**src/rtl/jtag_cmd_chain_if.sv**
```systemverilog
// jtag_cmd_chain_if
//   Fabric-side handshake bundle for jtag_cmd_chain. It carries the TX FIFO
//   (JTAG to fabric) and the RX FIFO (fabric to JTAG) streams.
//   Ports (signals):
//     tx_data  [DATA_W] : head of the TX FIFO
//     tx_valid          : TX FIFO not empty
//     tx_ready          : fabric pops TX when tx_valid & tx_ready
//     rx_data  [DATA_W] : fabric write data for the RX FIFO
//     rx_valid          : fabric push request
//     rx_ready          : RX FIFO not full
//   Modports:
//     master : the command chain (sources TX, sinks RX)
//     slave  : the fabric side
interface jtag_cmd_chain_if #(
  parameter int DATA_W = 32
) ();
  logic [DATA_W-1:0] tx_data;
  logic              tx_valid;
  logic              tx_ready;
  logic [DATA_W-1:0] rx_data;
  logic              rx_valid;
  logic              rx_ready;

  modport master (
    output tx_data, tx_valid, rx_ready,
    input  tx_ready, rx_data, rx_valid
  );

  modport slave (
    input  tx_data, tx_valid, rx_ready,
    output tx_ready, rx_data, rx_valid
  );
endinterface

```
**src/rtl/jtag_cmd_chain.sv**
```systemverilog
// jtag_cmd_chain
//   Parametrised JTAG user-chain command decoder. A chain word is shifted in
//   LSB-first; on update, the low OP_W bits are an opcode and the next DATA_W
//   bits a payload. Opcodes load the address / byte-enable / burst-size
//   registers, push into the TX FIFO, pop the RX FIFO, pick the readback
//   source and clear the sticky flags. The selected readback word is loaded
//   into the shift register on the next capture.
//   Optional feature macro: JTAG_CHAIN_PARITY_EN adds an even-parity MSB to
//   the chain; a word with bad parity is ignored and sets par_err.
//   Ports:
//     JTCK, JRST        : chain clock (rising edge), async active-high reset
//     JTDI, JTD1        : serial in / serial out (JTD1 = sr[0])
//     JSHIFT, JUPDATE   : shift-DR state, update-DR pulse
//     JCE1              : chain-1 enable (capture and shift)
//     address_out       : address register
//     byte_en_out       : byte-enable register
//     burst_size_out    : burst-size register
//     fab               : TX/RX FIFO handshakes (jtag_cmd_chain_if.master)
module jtag_cmd_chain #(
  parameter int DATA_W   = 32,
  parameter int OP_W     = 4,
  parameter int TX_DEPTH = 8,
  parameter int RX_DEPTH = 8,
  parameter int BE_W     = 4
) (
  input  logic              JTCK,
  input  logic              JRST,
  input  logic              JTDI,
  input  logic              JSHIFT,
  input  logic              JUPDATE,
  input  logic              JCE1,
  output logic              JTD1,
  output logic [DATA_W-1:0] address_out,
  output logic [BE_W-1:0]   byte_en_out,
  output logic [7:0]        burst_size_out,
  jtag_cmd_chain_if.master  fab
);

`ifdef JTAG_CHAIN_PARITY_EN
  localparam int PAR_W = 1;
`else
  localparam int PAR_W = 0;
`endif
  localparam int CORE_W = DATA_W + OP_W;
  localparam int CW     = CORE_W + PAR_W;
  localparam int TX_AW  = (TX_DEPTH > 1) ? $clog2(TX_DEPTH) : 1;
  localparam int RX_AW  = (RX_DEPTH > 1) ? $clog2(RX_DEPTH) : 1;
  localparam int TX_CW  = $clog2(TX_DEPTH) + 1;
  localparam int RX_CW  = $clog2(RX_DEPTH) + 1;

  localparam logic [OP_W-1:0] OP_SET_ADDR  = OP_W'(1);
  localparam logic [OP_W-1:0] OP_SET_BE    = OP_W'(2);
  localparam logic [OP_W-1:0] OP_SET_BURST = OP_W'(3);
  localparam logic [OP_W-1:0] OP_SEL_ADDR  = OP_W'(4);
  localparam logic [OP_W-1:0] OP_SEL_BB    = OP_W'(5);
  localparam logic [OP_W-1:0] OP_SEL_STAT  = OP_W'(6);
  localparam logic [OP_W-1:0] OP_TX_PUSH   = OP_W'(8);
  localparam logic [OP_W-1:0] OP_RX_POP    = OP_W'(9);
  localparam logic [OP_W-1:0] OP_CLR_FLAGS = OP_W'(15);

  typedef enum logic [1:0] {
    SEL_ADDR,
    SEL_BB,
    SEL_STATUS,
    SEL_RX
  } sel_e;

  logic [CW-1:0]     sr_q, sr_d;
  logic [DATA_W-1:0] addr_q, addr_d;
  logic [BE_W-1:0]   be_q, be_d;
  logic [7:0]        burst_q, burst_d;
  sel_e              sel_q, sel_d;
  logic [DATA_W-1:0] rx_hold_q, rx_hold_d;
  logic              tx_ovf_q, tx_ovf_d;
  logic              rx_unf_q, rx_unf_d;
  logic              par_err_q, par_err_d;

  logic [DATA_W-1:0] tx_mem_q [TX_DEPTH];
  logic [DATA_W-1:0] tx_mem_d [TX_DEPTH];
  logic [TX_AW-1:0]  tx_wr_q, tx_wr_d, tx_rd_q, tx_rd_d;
  logic [TX_CW-1:0]  tx_cnt_q, tx_cnt_d;

  logic [DATA_W-1:0] rx_mem_q [RX_DEPTH];
  logic [DATA_W-1:0] rx_mem_d [RX_DEPTH];
  logic [RX_AW-1:0]  rx_wr_q, rx_wr_d, rx_rd_q, rx_rd_d;
  logic [RX_CW-1:0]  rx_cnt_q, rx_cnt_d;

  logic              tx_full, tx_empty, rx_full, rx_empty;
  logic              tx_pop, rx_push, tx_push, rx_pop;
  logic              upd_ok;
  logic [OP_W-1:0]   op;
  logic [DATA_W-1:0] pl;
  logic [DATA_W-1:0] status;
  logic [DATA_W-1:0] resp;
  logic [CORE_W-1:0] cap_core;

  function automatic logic [TX_AW-1:0] tx_inc(input logic [TX_AW-1:0] p);
    return (p == TX_AW'(TX_DEPTH - 1)) ? '0 : p + TX_AW'(1);
  endfunction

  function automatic logic [RX_AW-1:0] rx_inc(input logic [RX_AW-1:0] p);
    return (p == RX_AW'(RX_DEPTH - 1)) ? '0 : p + RX_AW'(1);
  endfunction

  assign tx_full  = (tx_cnt_q == TX_CW'(TX_DEPTH));
  assign tx_empty = (tx_cnt_q == '0);
  assign rx_full  = (rx_cnt_q == RX_CW'(RX_DEPTH));
  assign rx_empty = (rx_cnt_q == '0);

  // Fabric-side handshakes are evaluated on pre-edge state.
  assign tx_pop  = !tx_empty && fab.tx_ready;
  assign rx_push = !rx_full && fab.rx_valid;

  assign op = sr_q[OP_W-1:0];
  assign pl = sr_q[OP_W +: DATA_W];

  // Even parity: the XOR over the whole chain word must be zero.
`ifdef JTAG_CHAIN_PARITY_EN
  assign upd_ok = ~(^sr_q);
`else
  assign upd_ok = 1'b1;
`endif

  always_comb begin
    status        = '0;
    status[0]     = tx_full;
    status[1]     = tx_empty;
    status[2]     = rx_full;
    status[3]     = rx_empty;
    status[4]     = tx_ovf_q;
    status[5]     = rx_unf_q;
    status[6]     = par_err_q;
    status[15:8]  = 8'(tx_cnt_q);
    status[23:16] = 8'(rx_cnt_q);
  end

  always_comb begin
    case (sel_q)
      SEL_ADDR: resp = addr_q;
      SEL_BB:   resp = DATA_W'({burst_q, be_q});
      SEL_RX:   resp = rx_hold_q;
      default:  resp = status;
    endcase
  end

  // The status low bits ride in the opcode field of every captured word.
  assign cap_core = {resp, status[OP_W-1:0]};

  // Next-state logic: chain shift/capture, update decode, then both FIFOs.
  always_comb begin
    sr_d      = sr_q;
    addr_d    = addr_q;
    be_d      = be_q;
    burst_d   = burst_q;
    sel_d     = sel_q;
    rx_hold_d = rx_hold_q;
    tx_ovf_d  = tx_ovf_q;
    rx_unf_d  = rx_unf_q;
    par_err_d = par_err_q;
    tx_push   = 1'b0;
    rx_pop    = 1'b0;

    if (JCE1) begin
      if (JSHIFT) begin
        sr_d = {JTDI, sr_q[CW-1:1]};
      end else begin
`ifdef JTAG_CHAIN_PARITY_EN
        sr_d = {^cap_core, cap_core};
`else
        sr_d = cap_core;
`endif
      end
    end else if (JUPDATE) begin
      if (!upd_ok) begin
        par_err_d = 1'b1;
      end else begin
        case (op)
          OP_SET_ADDR:  addr_d  = pl;
          OP_SET_BE:    be_d    = pl[BE_W-1:0];
          OP_SET_BURST: burst_d = pl[7:0];
          OP_SEL_ADDR:  sel_d   = SEL_ADDR;
          OP_SEL_BB:    sel_d   = SEL_BB;
          OP_SEL_STAT:  sel_d   = SEL_STATUS;
          OP_TX_PUSH: begin
            // A full FIFO still accepts the word if the fabric frees a slot on this edge.
            if (tx_full && !tx_pop) tx_ovf_d = 1'b1;
            else                    tx_push  = 1'b1;
          end
          OP_RX_POP: begin
            sel_d = SEL_RX;
            if (rx_empty) begin
              rx_hold_d = '0;
              rx_unf_d  = 1'b1;
            end else begin
              rx_hold_d = rx_mem_q[rx_rd_q];
              rx_pop    = 1'b1;
            end
          end
          OP_CLR_FLAGS: begin
            tx_ovf_d  = 1'b0;
            rx_unf_d  = 1'b0;
            par_err_d = 1'b0;
          end
          default: ;
        endcase
      end
    end

    tx_mem_d = tx_mem_q;
    tx_wr_d  = tx_wr_q;
    tx_rd_d  = tx_rd_q;
    tx_cnt_d = tx_cnt_q;
    if (tx_push) begin
      tx_mem_d[tx_wr_q] = pl;
      tx_wr_d           = tx_inc(tx_wr_q);
    end
    if (tx_pop) tx_rd_d = tx_inc(tx_rd_q);
    if (tx_push && !tx_pop)      tx_cnt_d = tx_cnt_q + TX_CW'(1);
    else if (!tx_push && tx_pop) tx_cnt_d = tx_cnt_q - TX_CW'(1);

    rx_mem_d = rx_mem_q;
    rx_wr_d  = rx_wr_q;
    rx_rd_d  = rx_rd_q;
    rx_cnt_d = rx_cnt_q;
    if (rx_push) begin
      rx_mem_d[rx_wr_q] = fab.rx_data;
      rx_wr_d           = rx_inc(rx_wr_q);
    end
    if (rx_pop) rx_rd_d = rx_inc(rx_rd_q);
    if (rx_push && !rx_pop)      rx_cnt_d = rx_cnt_q + RX_CW'(1);
    else if (!rx_push && rx_pop) rx_cnt_d = rx_cnt_q - RX_CW'(1);
  end

  // All state, including FIFO storage, clears on reset; a partial shift is lost.
  always_ff @(posedge JTCK or posedge JRST) begin
    if (JRST) begin
      sr_q      <= '0;
      addr_q    <= '0;
      be_q      <= '0;
      burst_q   <= '0;
      sel_q     <= SEL_STATUS;
      rx_hold_q <= '0;
      tx_ovf_q  <= 1'b0;
      rx_unf_q  <= 1'b0;
      par_err_q <= 1'b0;
      for (int i = 0; i < TX_DEPTH; i++) tx_mem_q[i] <= '0;
      for (int i = 0; i < RX_DEPTH; i++) rx_mem_q[i] <= '0;
      tx_wr_q   <= '0;
      tx_rd_q   <= '0;
      tx_cnt_q  <= '0;
      rx_wr_q   <= '0;
      rx_rd_q   <= '0;
      rx_cnt_q  <= '0;
    end else begin
      sr_q      <= sr_d;
      addr_q    <= addr_d;
      be_q      <= be_d;
      burst_q   <= burst_d;
      sel_q     <= sel_d;
      rx_hold_q <= rx_hold_d;
      tx_ovf_q  <= tx_ovf_d;
      rx_unf_q  <= rx_unf_d;
      par_err_q <= par_err_d;
      tx_mem_q  <= tx_mem_d;
      rx_mem_q  <= rx_mem_d;
      tx_wr_q   <= tx_wr_d;
      tx_rd_q   <= tx_rd_d;
      tx_cnt_q  <= tx_cnt_d;
      rx_wr_q   <= rx_wr_d;
      rx_rd_q   <= rx_rd_d;
      rx_cnt_q  <= rx_cnt_d;
    end
  end

  assign JTD1           = sr_q[0];
  assign address_out    = addr_q;
  assign byte_en_out    = be_q;
  assign burst_size_out = burst_q;
  assign fab.tx_data    = tx_mem_q[tx_rd_q];
  assign fab.tx_valid   = !tx_empty;
  assign fab.rx_ready   = !rx_full;

endmodule
```
**src/flat_wrapper.sv**
```systemverilog
// flat-port wrapper written by rule: the top's interface ports become plain ports
module jtag_cmd_chain_flat 
#(
  parameter int DATA_W   = 32,
  parameter int OP_W     = 4,
  parameter int TX_DEPTH = 8,
  parameter int RX_DEPTH = 8,
  parameter int BE_W     = 4
)
  (JTCK, JRST, JTDI, JSHIFT, JUPDATE, JCE1, JTD1, address_out, byte_en_out, burst_size_out, fab_tx_data, fab_tx_valid, fab_rx_ready, fab_tx_ready, fab_rx_data, fab_rx_valid);
  jtag_cmd_chain_if #(.DATA_W(DATA_W)) fab_i ();
  input  logic JTCK;
  input  logic JRST;
  input  logic JTDI;
  input  logic JSHIFT;
  input  logic JUPDATE;
  input  logic JCE1;
  output logic JTD1;
  output logic [DATA_W-1:0] address_out;
  output logic [BE_W-1:0] byte_en_out;
  output logic [7:0] burst_size_out;
  output wire logic [$bits(fab_i.tx_data)-1:0] fab_tx_data;
  output wire logic [$bits(fab_i.tx_valid)-1:0] fab_tx_valid;
  output wire logic [$bits(fab_i.rx_ready)-1:0] fab_rx_ready;
  input wire logic [$bits(fab_i.tx_ready)-1:0] fab_tx_ready;
  input wire logic [$bits(fab_i.rx_data)-1:0] fab_rx_data;
  input wire logic [$bits(fab_i.rx_valid)-1:0] fab_rx_valid;
  assign fab_tx_data = fab_i.tx_data;
  assign fab_tx_valid = fab_i.tx_valid;
  assign fab_rx_ready = fab_i.rx_ready;
  assign fab_i.tx_ready = fab_tx_ready;
  assign fab_i.rx_data = fab_rx_data;
  assign fab_i.rx_valid = fab_rx_valid;
  jtag_cmd_chain #(.DATA_W(DATA_W), .OP_W(OP_W), .TX_DEPTH(TX_DEPTH), .RX_DEPTH(RX_DEPTH), .BE_W(BE_W)) u_core (.JTCK(JTCK), .JRST(JRST), .JTDI(JTDI), .JSHIFT(JSHIFT), .JUPDATE(JUPDATE), .JCE1(JCE1), .JTD1(JTD1), .address_out(address_out), .byte_en_out(byte_en_out), .burst_size_out(burst_size_out), .fab(fab_i));
endmodule
```
**config.mk**
```make
export PLATFORM = sky130hd
export DESIGN_NAME = jtag_cmd_chain_flat
export DESIGN_NICKNAME = d
export VERILOG_FILES = /design/src/rtl/jtag_cmd_chain_if.sv /design/src/rtl/jtag_cmd_chain.sv /design/src/flat_wrapper.sv
export SDC_FILE = /design/constraint.sdc
export NUM_CORES = 1
export LEC_CHECK = 0
export ABC_AREA = 1
export BUFFER_PORTS_ARGS = -buffer_cell sky130_fd_sc_hd__clkbuf_2
export CAP_MARGIN = 20
export CORE_AREA = 2 2 304 306
export CTS_CLUSTER_DIAMETER = 30
export CTS_CLUSTER_SIZE = 8
export DETAILED_ROUTE_END_ITERATION = 10
export DIE_AREA = 0 0 306 308
export SYNTH_ARGS = -nofsm -noshare
export SYNTH_HDL_FRONTEND = slang
export SYNTH_SLANG_ARGS = --single-unit
export TNS_END_PERCENT = 50
```
**constraint.sdc**
```tcl
create_clock -name JTCK -period 24.2 [get_ports JTCK]
set_clock_uncertainty 0.1 [all_clocks]
set_input_delay 2.42 -clock JTCK [delete_from_list [all_inputs] [get_ports JTCK]]
set_output_delay 2.42 -clock JTCK [all_outputs]
set_load 0.05 [all_outputs]
```
==> impl_metrics.json, run 1 <==
{
  "outcome": "finished, final reports clean",
  "finalSetupViolations": 0,
  "synth_edf_count": 0,
  "setup_tns_ns": 0,
  "num_io_pins": 119,
  "ant_nets": 0,
  "hold_viol": 0,
  "maxCapViolCount": 0,
  "dieArea_um2": 94200,
  "hpwl_um": 56100,
  "core_area_um2": 91000,
  "place_area_um2": 32500,
  "grt_pass1_wl_um": 158000,
  "grt_overflow": 0,
  "drtPass1Iterations": 6,
  "fin_cells": 5416,
  "crit_required_ns": 21.68,
  "htree_levels": 4,
  "cp-end-kind": "output pin",
  "synth_xor_area_share_pct": 0.167,
  "synth_common_cells": "nand2_1, dfrtp_1, o21ai_0",
  "worst_setup_path_start_kind": "flop",
  "max_stage_delay_ns": 0.98,
  "clockBufferDepth": 3,
  "cts_made_buffers": 140,
  "post-route-drc-count": 0,
  "tightest_slew_ns": 1.11,
  "finalWeightedCongestion": 0.827,
  "synthFlopType": "dfrtp_1",
  "synthSimpleGateAreaFrac_pct": 30.2,
  "crit_arrival_ns": 4.16,
  "grt_max_degree": 197,
  "drtIter0Drc": 2898,
  "critPathTopFamily": "buffers and inverters",
  "fin_ws_ns": 17.52,
  "ys_types": 30,
  "antenna_found_initial": 1,
  "cp_num_buf_inv": 3,
  "die_w_um": 306,
  "cts_tree": "yes",
  "cts_hold_buffers": 0,
  "port_buffers": 118,
  "clk_latency_ns": 0.72,
  "routed_wl_um": 100000,
  "yosysMostFrequentCell": "nand2_1",
  "synth_fa_ha_area_share_pct": 0.682,
  "vdd_drop_max_v": 0.0000854,
  "dp_slack_ns": 18.35,
  "syn_nets": 4189,
  "post_drt_wl_per_cell_um": 18.5,
  "yosys_warnings": 0,
  "drive_gt1_share_pct": 10.5,
  "power_density_nw_per_um2": 147,
  "dp.cells": 5159,
  "syn_to_final_growth_pct": 19.5,
  "num_rows": 111,
  "num_vias": 27800,
  "synth_compound_gate_area_share_pct": 9.20,
  "synth.top_cell.area_share_pct": 51.3,
  "syn_avg_cell_area_um2": 7.64,
  "cts.sinks": 648,
  "path_class": "flop to output pin",
  "ctsResizeCount": 0,
  "synth_area_leaders": "dfrtp_1, nand2_1, o21ai_0",
  "hold_class": "flop to flop",
  "max_freq_ghz": 0.150,
  "synth_cells": 4133,
  "netlist_area_um2": 31600,
  "viasPerCell": 5.13,
  "path_clk_slew_ns": 0.05,
  "synth_area_leader_cell": "dfrtp_1",
  "cp_max_fo": 83,
  "grt_pass1_vias": 26500,
  "initial_core_util_pct": 34.7,
  "leakage_uw": 0.0195,
  "postCtsSetupBuffers": 0,
  "n_antenna_cell": 0,
  "grt.total_usage_pct": 21.3,
  "async_flop_share_pct": 100,
  "synth_mux_area_share_pct": 0,
  "maxSlewHeadroom_pct": 25.6,
  "layout.nets": 4173,
  "ys_seq_area_share_pct": 51.4,
  "period_share_pct": 27.6,
  "die_y_um": 308,
  "total_power_uw": 5540,
  "period_minus_slack_ns": 6.68,
  "synth_top_family_by_area": "simple AND/OR/NAND/NOR gates",
  "drv_slew": 0,
  "cp_slowest_cell": "dfrtp_4",
  "final_area_um2": 37700,
  "clockRootBuffer": "clkbuf_16",
  "rsz0062_at_grt": "false",
  "synth_seq_cells": 648,
  "crit_chain": "clkinv_2, buf_4, o21ai_0, o21ai_0, nand2_1, nand2_1, clkbuf_2"
}
[cells by family (layout without fill, tap and decap cells)]
family / count (synthesis) / in the layout
xor+xnor: 6 / 6
compound gates: 570 / 570
flops: 648 / 648
simple gates: 2271 / 2271
fa+ha+maj: 16 / 16
buf+inv: 622 / 719
[metal layers]
| metal | routed length, um | track usage [%] | vias up |
|---|---|---|---|
| li1 | - | - | 13300 |
| met1 | 44400 | 28.9 | 13400 |
| met2 | 46100 | 34.0 | 893 |
| met3 | 7350 | 4.78 | 148 |
| met4 | 2100 | 6.53 | 0 |
| met5 | 0 | 0 | - |
[placed cells by master, fill, tap and decap left out, types with 2 or more instances in the layout]
master      netlist  layout
inv_1           296     290
o211ai_1          4       4
clkinv_4          0       3
clkinv_8          0       6
nand4_1         263     263
ha_1             14      14
clkinv_2          0      21
nor2_1          232     224
clkbuf_1        184      15
a21oi_1          41      41
xnor2_1           6       6
nand2_1        1533    1527
nand2_2           3       9
bufinv_16         0      22
o21ai_0         493     493
a22oi_1          16      16
fa_1              2       2
buf_16            0       2
clkbuf_16         0     142
dfrtp_4           0       4
clkbuf_8          0      34
inv_6             0       4
dfrtp_1         647     643
nand3_2           5       5
clkinv_1          1       2
nand3_1         228     228
buf_12            0       2
buf_4             5      39
nor2_2            3      11
inv_2             5       6
clkinvlp_4        0       8
clkbuf_2          0     118
o21ai_1          16      16
[flip-flops by register name (all words and copies together) (netlist names)]
signal,flops
u_core.rx_unf_q,1
u_core.address_out,32
u_core.rx_cnt_q,4
u_core.tx_wr_q,3
u_core.sel_q,2
u_core.tx_ovf_q,1
u_core.rx_mem_q,256
u_core.rx_rd_q,3
u_core.tx_cnt_q,4
u_core.rx_wr_q,3
u_core.tx_mem_q,256
u_core.sr_q,36
u_core.rx_hold_q,32
u_core.burst_size_out,8
u_core.byte_en_out,4
u_core.tx_rd_q,3
[per-stage QoR]
stage | utilization, % | hold slack (ns)
after floorplan | - | 0.336
after global placement | 35.8 | 0.348
after detailed placement | 35.8 | 0.353
after CTS | 41.4 | 0.364
after global routing | 41.4 | 0.373
final | 41.4 | 0.362
[worst min-delay path, delay by kind of cell (launching register included)]
kind / cells / cell delay, ns
flip-flops: 1 / 0.33
AND/OR/NAND/NOR: 2 / 0.09
[path summary, 6_finish.rpt]
check	start	to	slack, ns	cells after the start
setup / recovery	u_core.tx_rd_q[0]	fab_tx_data[19]	17.52	7
hold / removal	u_core.tx_mem_q[199]	u_core.tx_mem_q[199]	0.36	2
min in group asynchronous	JRST	u_core.tx_wr_q[1]	1.60	2
setup reg to reg	u_core.tx_cnt_q[0]	u_core.tx_mem_q[208]	20.44	7
max in group asynchronous	JRST	u_core.rx_mem_q[20]	20.14	6
hold reg to reg	u_core.tx_mem_q[199]	u_core.tx_mem_q[199]	0.36	2
[where the power goes]
part	internal, uW	switching, uW	leakage, uW	total (uW)
Combinational	487	1240	0.00853	1730
Clock	1410	629	0.00249	2040
Sequential	1420	346	0.00849	1770
Total	3320	2220	0.0195	5540
[final cells by class]
type	count	area (um^2)
Tap cell	1186	1480
Clock buffer	191	4080
Clock inverter	64	1020
Fill cell	9159	53300
Multi-Input combinational cell	2863	12700
Sequential cell	648	16200
Inverter	302	1150
Timing Repair Buffer	162	993
No activity file was read; power rests on OpenSTA's default activity.
==> run 2: changes to the inputs <==
==> constraint.sdc (replaced) <==
create_clock -name JTCK -period 5.63 [get_ports JTCK]
set_clock_uncertainty 0.1 [all_clocks]
set_input_delay 0.563 -clock JTCK [delete_from_list [all_inputs] [get_ports JTCK]]
set_output_delay 0.563 -clock JTCK [all_outputs]
set_load 0.05 [all_outputs]
==> run 2 against run 1 <==
Compared with the run above:
- combinational power increased to 4.4 times the previous value
- sequential share of layout area rose by 0.13 points
- cell area decreased by 0.30%
- sequential power grew to 4.3 times the previous value
- critical path depth stayed put
- via count up 0.10%
- count of clock-buffer cells in the layout unchanged
- global-route usage is 0.23 points higher
- die area is the same
- core utilization decreased by 0.13 points
- power rose to 4.3 times the previous value
- first-iteration DRC count is 3.6% lower
==> impl_metrics.json, run 2 (same netlist as run 1, synthesis figures left out) <==
{
  "cts_made_buffers": 140,
  "viasPerCell": 5.13,
  "ant_nets": 0,
  "r2r_cells": 6,
  "final_cell_mix": "nand2_1, dfrtp_1, o21ai_0",
  "clk_latency_ns": 0.71,
  "hold_class": "input pin to flop",
  "port_buffers": 118,
  "postCtsSetupBuffers": 0,
  "finalSetupViolations": 0,
  "grt.total_usage_pct": 21.6,
  "fin_cells": 5416,
  "final_common_cell": "nand2_1",
  "num_io_pins": 119,
  "path_class": "flop to output pin",
  "crit_required_ns": 4.97,
  "n_antenna_cell": 0,
  "layout.nets": 4184,
  "maxCapViolCount": 0,
  "worst_setup_path_start_kind": "flop",
  "multi_input_area_um2": 12700,
  "clockBufferDepth": 3,
  "reg2reg_setup_slack_ns": 2.48,
  "drv_slew": 0,
  "period_share_pct": 74.8,
  "rsz0062_at_grt": "false",
  "num_vias": 27800,
  "num_rows": 111,
  "period_minus_slack_ns": 4.21,
  "power_density_nw_per_um2": 628,
  "dp.cells": 5170,
  "endpoint": "fab_tx_data[30]",
  "post-route-drc-count": 0,
  "grt_pass1_vias": 26800,
  "reg2reg_from": "u_core.sr_q[2]",
  "crit_arrival_ns": 3.55,
  "vdd_drop_max_v": 0.000303,
  "path_clk_slew_ns": 0.04,
  "maxSlewHeadroom_pct": 24.3,
  "finalWeightedCongestion": 0.811,
  "hold_viol": 0,
  "outcome": "finished, final reports clean",
  "dp_slack_ns": 2.07,
  "leakage_uw": 0.0195,
  "initial_core_util_pct": 34.7,
  "cp-end-kind": "output pin",
  "grt_overflow": 0,
  "cp_max_fo": 98,
  "grt_pass1_wl_um": 159000,
  "hpwl_um": 57400,
  "cts.sinks": 648,
  "drive_gt1_share_pct": 10.5,
  "clockRootBuffer": "clkbuf_16",
  "reg_top3": "u_core.rx_mem_q: 256 flops, u_core.tx_mem_q: 256 flops, u_core.sr_q: 36 flops",
  "routed_wl_um": 101000,
  "htree_levels": 4,
  "core_area_um2": 91000,
  "die_y_um": 308,
  "tightest_slew_ns": 1.13,
  "fill_cells": 9252,
  "die_w_um": 306,
  "syn_to_final_growth_pct": 19.1,
  "cts_tree": "yes",
  "startpoint": "u_core.tx_rd_q[0]",
  "drtIter0Drc": 2794,
  "antenna_found_initial": 2,
  "r2r_end": "u_core.tx_mem_q[186]",
  "grt_max_degree": 171,
  "max_freq_ghz": 0.238,
  "drtPass1Iterations": 6,
  "dieArea_um2": 94200,
  "ff_latch_area_um2": 16200,
  "post_drt_wl_per_cell_um": 18.6,
  "fin_ws_ns": 1.42
}
## run 2: changes by cell type in the layout (fill, tap and decap cells not counted), sizes merged
cell	delta
bufinv	-4
inv	-2
clkinv	-5
buf	+10
dlygate4sd3	+1
## run 2: report_power, final
| group | internal (uW) | switching (uW) |
|---|---|---|
| clock network | 5910 | 2600 |
| registers | 6110 | 1460 |
| logic | 2100 | 5440 |
| total | 14100 | 9500 |
## run 2: what timing repair did
action	CTS	global route
hold buffers	1	0
resized for setup	0	0
endpoints found under the hold margin	10	0
## run 2: how the worst min path moves through the flow
| stage | from | to | slack, ns | depth (start not counted) |
|---|---|---|---|---|
| 6_report | fab_rx_data[19] | u_core.rx_mem_q[51] | 0.12 | 3 |
| 3_5_place_dp | u_core.tx_mem_q[203] | u_core.tx_mem_q[203] | 0.35 | 2 |
| 3_3_place_gp | u_core.tx_mem_q[198] | u_core.tx_mem_q[198] | 0.35 | 2 |
| 5_1_grt | fab_rx_data[19] | u_core.rx_mem_q[211] | 0.14 | 3 |
| 2_1_floorplan | u_core.rx_unf_q | u_core.rx_unf_q | 0.34 | 2 |
| 4_1_cts | fab_rx_data[19] | u_core.rx_mem_q[51] | 0.09 | 3 |
## run 2: cell type report
cell class                 instances  share of cell area (%)
tap                             1186                    3.95
clock buffer                     191                    11.0
inverter                         302                    3.03
clock inverter                    53                    2.06
timing repair buffer             173                    2.83
multi-input combinational       2863                    33.9
sequential                       648                    43.2
## run 2: per-layer routing
metal	wire length, um	track usage [%]
met1	44100	28.5
met3	7620	5.17
met4	2660	7.95
met2	46500	34.4
met5	13	0
## run 2: worst max-delay path, cell delays in order (launching register included)
cell and delay, ns:
dfrtp_4 0.86, clkinv_2 0.64, buf_12 0.43, o21ai_0 0.22
o21ai_0 0.11, nand2_1 0.07, nand2_1 0.16, clkbuf_2 0.28
## run 2: stage by stage
stage / power [uW] / setup TNS [ns] / area [um^2] / utilization [%] / hold WS, ns
2_1_floorplan: 12700 / -2516.15 / 31600 / - / 0.336
3_3_place_gp: 15000 / 0 / 32600 / 35.9 / 0.348
3_5_place_dp: 15100 / 0 / 32600 / 35.9 / 0.353
4_1_cts: 23700 / 0 / 37600 / 41.3 / 0.0868
5_1_grt: 25100 / 0 / 37600 / 41.3 / 0.139
6_report: 23600 / 0 / 37600 / 41.3 / 0.120
